`src/rtl/ram_arb_pkg.sv`:
```
// Shared constants, state encoding and helpers for the two-requester RAM arbiter.
// Optional grant statistics are enabled by defining RAM_ARB_STATS_EN.
package ram_arb_pkg;

  localparam int NUM_REQ    = 2;
  localparam int ADDR_W_DEF = 4;
  localparam int DATA_W_DEF = 8;
  localparam int RD_LAT_DEF = 1;
  localparam int STATS_W    = 16;

  typedef logic [1:0] state_t;

  localparam state_t ST_IDLE    = 2'd0;
  localparam state_t ST_ACCESS  = 2'd1;
  localparam state_t ST_RD_WAIT = 2'd2;
  localparam state_t ST_RESP    = 2'd3;

  // Saturating increment used by the grant statistics counters.
  function automatic logic [STATS_W-1:0] sat_inc(input logic [STATS_W-1:0] v);
    if (v == {STATS_W{1'b1}}) begin
      return v;
    end else begin
      return v + STATS_W'(1);
    end
  endfunction

endpackage

```
`src/rtl/rr_arb2.sv`:
```
// Combinational two-way round-robin pick. On a tie the requester that did
// not win last time is chosen; a lone requester always wins.
module rr_arb2 (
  input  logic req0,
  input  logic req1,
  input  logic last_owner,
  output logic grant_valid,
  output logic grant_idx
);

  // Select the winner from the current requests and the previous owner.
  always_comb begin
    grant_valid = req0 | req1;
    if (req0 && req1) begin
      grant_idx = ~last_owner;
    end else if (req1) begin
      grant_idx = 1'b1;
    end else begin
      grant_idx = 1'b0;
    end
  end

endmodule

```
`src/rtl/ram_arbiter.sv`:
```
// Two-requester round-robin arbiter and sequencer in front of a single-port
// synchronous RAM. Each accepted command drives one RAM strobe cycle and
// completes with a one-cycle ack (read data valid alongside the ack).
// Optional: define RAM_ARB_STATS_EN to add saturating per-requester grant
// counters gnt_cnt0/gnt_cnt1.
module ram_arbiter
  import ram_arb_pkg::*;
#(
  parameter int ADDR_W = ADDR_W_DEF,
  parameter int DATA_W = DATA_W_DEF,
  parameter int RD_LAT = RD_LAT_DEF
) (
  input  logic              clk,
  input  logic              rst,
  input  logic              req0,
  input  logic              we0,
  input  logic [ADDR_W-1:0] addr0,
  input  logic [DATA_W-1:0] wdata0,
  output logic              ack0,
  output logic [DATA_W-1:0] rdata0,
  input  logic              req1,
  input  logic              we1,
  input  logic [ADDR_W-1:0] addr1,
  input  logic [DATA_W-1:0] wdata1,
  output logic              ack1,
  output logic [DATA_W-1:0] rdata1,
  output logic              ram_we,
  output logic              ram_re,
  output logic [ADDR_W-1:0] ram_addr,
  output logic [DATA_W-1:0] ram_din,
  input  logic [DATA_W-1:0] ram_dout,
  output logic              busy
`ifdef RAM_ARB_STATS_EN
  ,
  output logic [STATS_W-1:0] gnt_cnt0,
  output logic [STATS_W-1:0] gnt_cnt1
`endif
);

  localparam int CNT_W = $clog2(RD_LAT + 1);

  state_t            state_q, state_d;
  logic              last_owner_q, last_owner_d;
  logic              owner_q, owner_d;
  logic [CNT_W-1:0]  cnt_q, cnt_d;
  logic              ram_we_q, ram_we_d;
  logic              ram_re_q, ram_re_d;
  logic [ADDR_W-1:0] ram_addr_q, ram_addr_d;
  logic [DATA_W-1:0] ram_din_q, ram_din_d;
  logic              ack0_q, ack0_d;
  logic              ack1_q, ack1_d;
  logic [DATA_W-1:0] rdata0_q, rdata0_d;
  logic [DATA_W-1:0] rdata1_q, rdata1_d;
  logic              busy_q, busy_d;
  logic              grant_valid_s;
  logic              grant_idx_s;

  rr_arb2 u_rr_arb2 (
    .req0        (req0),
    .req1        (req1),
    .last_owner  (last_owner_q),
    .grant_valid (grant_valid_s),
    .grant_idx   (grant_idx_s)
  );

  // Next-state and next-output logic for the access sequencer.
  // The ram_addr/ram_din/strobe registers double as the latched command.
  always_comb begin
    state_d      = state_q;
    last_owner_d = last_owner_q;
    owner_d      = owner_q;
    cnt_d        = cnt_q;
    ram_we_d     = 1'b0;
    ram_re_d     = 1'b0;
    ram_addr_d   = ram_addr_q;
    ram_din_d    = ram_din_q;
    ack0_d       = 1'b0;
    ack1_d       = 1'b0;
    rdata0_d     = rdata0_q;
    rdata1_d     = rdata1_q;

    case (state_q)
      ST_IDLE: begin
        if (grant_valid_s) begin
          owner_d      = grant_idx_s;
          last_owner_d = grant_idx_s;
          if (grant_idx_s) begin
            ram_addr_d = addr1;
            ram_din_d  = wdata1;
            ram_we_d   = we1;
            ram_re_d   = ~we1;
          end else begin
            ram_addr_d = addr0;
            ram_din_d  = wdata0;
            ram_we_d   = we0;
            ram_re_d   = ~we0;
          end
          state_d = ST_ACCESS;
        end else begin
          state_d = ST_IDLE;
        end
      end

      ST_ACCESS: begin
        if (ram_we_q) begin
          // Write is committed by the RAM on this edge; ack next cycle.
          state_d = ST_RESP;
          if (owner_q) begin
            ack1_d = 1'b1;
          end else begin
            ack0_d = 1'b1;
          end
        end else begin
          state_d = ST_RD_WAIT;
          cnt_d   = CNT_W'(RD_LAT);
        end
      end

      ST_RD_WAIT: begin
        if (cnt_q == CNT_W'(1)) begin
          // ram_dout is valid in this cycle; capture it with the ack.
          state_d = ST_RESP;
          if (owner_q) begin
            rdata1_d = ram_dout;
            ack1_d   = 1'b1;
          end else begin
            rdata0_d = ram_dout;
            ack0_d   = 1'b1;
          end
        end else begin
          cnt_d = cnt_q - CNT_W'(1);
        end
      end

      ST_RESP: begin
        state_d = ST_IDLE;
      end

      default: begin
        state_d = ST_IDLE;
      end
    endcase

    busy_d = (state_d != ST_IDLE);
  end

  // State and output registers with synchronous reset.
  always_ff @(posedge clk) begin
    if (rst) begin
      state_q      <= ST_IDLE;
      last_owner_q <= 1'b1;
      owner_q      <= 1'b0;
      cnt_q        <= '0;
      ram_we_q     <= 1'b0;
      ram_re_q     <= 1'b0;
      ram_addr_q   <= '0;
      ram_din_q    <= '0;
      ack0_q       <= 1'b0;
      ack1_q       <= 1'b0;
      rdata0_q     <= '0;
      rdata1_q     <= '0;
      busy_q       <= 1'b0;
    end else begin
      state_q      <= state_d;
      last_owner_q <= last_owner_d;
      owner_q      <= owner_d;
      cnt_q        <= cnt_d;
      ram_we_q     <= ram_we_d;
      ram_re_q     <= ram_re_d;
      ram_addr_q   <= ram_addr_d;
      ram_din_q    <= ram_din_d;
      ack0_q       <= ack0_d;
      ack1_q       <= ack1_d;
      rdata0_q     <= rdata0_d;
      rdata1_q     <= rdata1_d;
      busy_q       <= busy_d;
    end
  end

  assign ack0     = ack0_q;
  assign ack1     = ack1_q;
  assign rdata0   = rdata0_q;
  assign rdata1   = rdata1_q;
  assign ram_we   = ram_we_q;
  assign ram_re   = ram_re_q;
  assign ram_addr = ram_addr_q;
  assign ram_din  = ram_din_q;
  assign busy     = busy_q;

`ifdef RAM_ARB_STATS_EN
  logic [STATS_W-1:0] gnt_cnt0_q, gnt_cnt0_d;
  logic [STATS_W-1:0] gnt_cnt1_q, gnt_cnt1_d;

  // Count each completed access per requester, saturating at all-ones.
  always_comb begin
    gnt_cnt0_d = gnt_cnt0_q;
    gnt_cnt1_d = gnt_cnt1_q;
    if (ack0_q) begin
      gnt_cnt0_d = sat_inc(gnt_cnt0_q);
    end else begin
      gnt_cnt0_d = gnt_cnt0_q;
    end
    if (ack1_q) begin
      gnt_cnt1_d = sat_inc(gnt_cnt1_q);
    end else begin
      gnt_cnt1_d = gnt_cnt1_q;
    end
  end

  // Statistics registers, cleared by reset.
  always_ff @(posedge clk) begin
    if (rst) begin
      gnt_cnt0_q <= '0;
      gnt_cnt1_q <= '0;
    end else begin
      gnt_cnt0_q <= gnt_cnt0_d;
      gnt_cnt1_q <= gnt_cnt1_d;
    end
  end

  assign gnt_cnt0 = gnt_cnt0_q;
  assign gnt_cnt1 = gnt_cnt1_q;
`endif

endmodule
```
`config.mk`:
```
export PLATFORM = sky130hd
export DESIGN_NAME = ram_arbiter
export DESIGN_NICKNAME = d
export VERILOG_FILES = /design/src/rtl/ram_arb_pkg.sv /design/src/rtl/rr_arb2.sv /design/src/rtl/ram_arbiter.sv
export SDC_FILE = /design/constraint.sdc
export NUM_CORES = 1
export LEC_CHECK = 0
export BUFFER_PORTS_ARGS = -buffer_cell sky130_fd_sc_hd__buf_2
export CAP_MARGIN = 30
export CORE_MARGIN = 2
export CORE_UTILIZATION = 40
export DETAILED_ROUTE_END_ITERATION = 10
export GPL_TIMING_DRIVEN = 0
export PLACE_DENSITY = 0.7
export SLEW_MARGIN = 20
export SYNTH_ARGS = -nofsm -noshare
export SYNTH_HDL_FRONTEND = slang
export SYNTH_SLANG_ARGS = --single-unit
```
`constraint.sdc`:
```
create_clock -name clk -period 1.85 [get_ports clk]
set_input_delay 0.2775 -clock clk [delete_from_list [all_inputs] [get_ports clk]]
set_output_delay 0.2775 -clock clk [all_outputs]
set_load 0.03 [all_outputs]
```
==> results <==
- Of all nets on the critical path, the largest fanout is 8.
- The number of pins exceeding their max-slew limit in the final report is 0.
- The critical path starts at state_q[0].
- The mean post-synth cell area is 9.85 um^2.
- The via count of the first global-routing pass is ~1300.
- In this run, post-CTS hold repair placed 0 buffers.
- The capturing element of the worst setup path is rdata0[5].
- Post-CTS repair changed the size of 0 cells.
- The biggest area consumer among synthesized cells is sky130_fd_sc_hd__dfxtp_1.
- The reg2reg setup slack is a little under 0.4 ns.
- The total power after layout is 2.61 mW.
- The cell count after synthesis came out at 161.
- The worst reg2reg path depth is 6.
- In this run the clock root is driven by a sky130_fd_sc_hd__clkbuf_8.
- The initial core utilization is a little over two fifths.
- The endpoint identified for the worst register-to-register timing path is rdata0[5].
- The number of library cell types mapped by synthesis is 28.
- The startpoint-to-endpoint class of the critical path is flop to flop.
- The length of the first detailed-routing pass in iterations is 4.
- The clock net sink count is 38.
- The net count of the finished layout is 279.
- The post-CTS setup buffer count is 0.
- After detailed routing, the average wire length per cell comes to 12.0 um.
- In this run the tightest slew margin relative to its limit is approximately 55%.
- The routed layout has 1371 vias.
- In this run the static leakage power is ~1.1 nW.
- Clock latency on the worst-skew pair, taken at its later pin, is 0.28 ns.
- The run finished with clean final reports.
- The share of the synthesized area in the top cell type is a little under half.
- The total routed wirelength is roughly 3.4 mm.
- The count of buffers added on input and output ports is 69.
- For the pin with the worst max-slew slack, the measured transition is 0.670 ns.
- Once layout is complete, the utilization of the core stands at a little under three fifths.
- TritonCTS built the clock tree.
- The worst-case IR drop observed on VDD is around 740 uV.
- The launching point of the worst reg2reg path is state_q[0].
- Once detailed placement completed, the half-perimeter wirelength came to approximately 2.6 mm.
- Setup repair after global routing left no endpoint under its margin.
- The global placer's final weighted congestion is 0.796.
- Entering global routing, the biggest net connects 12 pins.
- Derived from the worst setup path, the maximum achievable clock frequency is about 680 MHz.
- The antenna violation net count after detailed routing is 0.
- Across the run, the number of max-cap violations was 0.
- The power density relative to cell area is roughly 1300 mW/mm^2.
- The overall die height is roughly 67 um.
- The worst path in the final design needs a cycle of between 1 and 1.5 ns, including I/O delays and setup.
- The wire length of the first global-routing pass is 5.67 mm.
- The total standard cell area after synthesis is 0.00159 mm^2.
- The core region area is 0.00374 mm^2.
- In this run the count of I/O pins placed on the die edge is a little over 70.
- The kind of end point of the critical path is a flop.
- From synthesis to final layout, the design area changed by 31.3%.
- The area enclosed by the die boundary is ~0.0045 mm^2.
- Dividing the final minimum period by the clock period gives between 70% and 80%.
- The H-tree was split into 2 levels.
- The required time of the critical path is around 2.0 ns.
- During synthesis, Yosys emitted a total of 0 warnings.
- The violation count after the first detailed-routing iteration is 35.
- The floorplan has 22 rows.
- The worst hold path belongs to the class input port to flop.
- The clock passes through at most 2 buffers.
- When the netlist entered floorplanning its net count stood at about 200.
- The number of failing hold endpoints at the final stage came to 0.
- The number of setup violations in the final report is 0.
- Yosys attributes the largest share of cell area to sky130_fd_sc_hd__dfxtp_1 (48%), sky130_fd_sc_hd__mux2i_1 (11%), sky130_fd_sc_hd__a211oi_2 (7.9%), sky130_fd_sc_hd__nor2_1 (7.1%), sky130_fd_sc_hd__a21oi_1 (4.7%).
- The element type at the critical path start is a flop.
- In this run, CTS created clock tree buffers numbering 5.
- The setup TNS is 0 ns.
- Summed over all layers, the global routing overflow is 0.
- The total DRC errors in the routed layout is 0.
- The initial antenna violation count is 0.
- The total global-route track usage is 16.5%.
- The width of the chip is around 67 um.
- Clock-pin slew was measured on the worst setup and hold paths at 0.07 ns.
- Summing the sequential cell areas from Yosys gives ~48% of the chip area.
- The clock arrives with around 0.0034 ns of skew.
- After synthesis the netlist holds a flip-flop and latch count of 38.
- The fraction of layout instances using a drive strength above 1 is between 40% and 50%.
- The diode insertion count for antenna repair is 0.
- The average vias per placed instance is between 4 and 5.
- The worst endpoint data arrival time is around 1.6 ns.
==> cells in the mapped netlist, drive strengths merged <==
cell     n
a21bo    1
nand3    1
a22oi    1
ha       4
a31oi    1
dfxtp   38
nor3b    2
o21ai    3
buf      6
or2      1
nor3     2
a21boi   1
a221oi   1
mux2i   18
nand2   13
a211oi  12
o21a     1
a21oi   15
nand2b   2
clkbuf   3
inv      4
nand3b   1
nor2    30
==> cell families after synthesis <==
group,Yosys count,share of synthesized area (%)
AOI/OAI and AO/OA,36,18.5
adders and majority gates,4,3.16
buffers and inverters,13,4.66
DFF,38,48.0
muxes,18,11.4
and+or+nand+nor,52,14.4
==> layout by cell type (no fill, tap or decap), types with 2 or more instances in the layout <==
cell type	instances
sky130_fd_sc_hd__mux2i_1	18
sky130_fd_sc_hd__nor3_1	2
sky130_fd_sc_hd__buf_6	2
sky130_fd_sc_hd__nand2_1	13
sky130_fd_sc_hd__o21ai_0	2
sky130_fd_sc_hd__a211oi_2	10
sky130_fd_sc_hd__buf_4	2
sky130_fd_sc_hd__a211oi_1	2
sky130_fd_sc_hd__a21oi_1	15
sky130_fd_sc_hd__nand2b_1	2
sky130_fd_sc_hd__clkbuf_1	4
sky130_fd_sc_hd__dfxtp_1	38
sky130_fd_sc_hd__clkbuf_8	6
sky130_fd_sc_hd__inv_1	4
sky130_fd_sc_hd__ha_1	4
sky130_fd_sc_hd__nor2_1	30
sky130_fd_sc_hd__buf_2	71
==> how the worst min path moves through the flow <==
| stage | startpoint | to | cells after the start |
|---|---|---|---|
| 2_1_floorplan | addr0[3] | ram_addr[3] | 2 |
| 3_3_place_gp | rdata0[5] | rdata0[5] | 2 |
| 3_5_place_dp | rdata1[0] | rdata1[0] | 2 |
| 4_1_cts | wdata0[7] | ram_din[7] | 3 |
| 5_1_grt | ram_dout[6] | rdata1[6] | 3 |
| 6_report | wdata0[7] | ram_din[7] | 3 |
==> final cells by class <==
cell class	instances	area (um^2)
clock buffer	7	86.3
timing repair buffer	69	345
sequential	38	761
buffer	9	58.8
inverter	4	15.0
tap	48	60.1
fill	377	1660
multi-input combinational	110	751
clock inverter	1	5.00
==> power breakdown <==
part | switching, mW | internal, mW
clock | 0.269 | 0.300
combinational | 0.628 | 0.362
sequential | 0.0805 | 0.965
total | 0.978 | 1.63
==> per-layer routing <==
layer / wire length (um) / global-route usage [%]
met2: 1660 / 27.9
met1: 1520 / 20.1
met4: 38 / 4.59
met5: 0 / 0
met3: 203 / 5.07
==> stage by stage <==
| stage | hold slack [ns] | instance area, um^2 | setup slack [ns] | instances |
|---|---|---|---|---|
| global route | 0.247 | 2080 | 0.229 | 286 |
| floorplan | 0.419 | 1590 | 0.542 | 161 |
| global placement | 0.470 | 1990 | 0.419 | 278 |
| detailed placement | 0.485 | 1990 | 0.394 | 278 |
| finish | 0.243 | 2080 | 0.389 | 286 |
| CTS | 0.238 | 2080 | 0.373 | 286 |
==> worst max-delay path: stages, from the launching register on <==
cell,delay (ns)
sky130_fd_sc_hd__dfxtp_1,0.36
sky130_fd_sc_hd__inv_1,0.09
sky130_fd_sc_hd__ha_1,0.27
sky130_fd_sc_hd__nand3b_1,0.10
sky130_fd_sc_hd__buf_2,0.25
sky130_fd_sc_hd__mux2i_1,0.23
sky130_fd_sc_hd__nor2_1,0.06
==> sequential cells by signal (all words and copies together), names as in the netlist, 2 cells and up <==
signal,count
state_q,2
rdata1,8
ram_din,8
rdata0,8
ram_addr,4
Note: power is estimated with default switching activity, not from simulation.
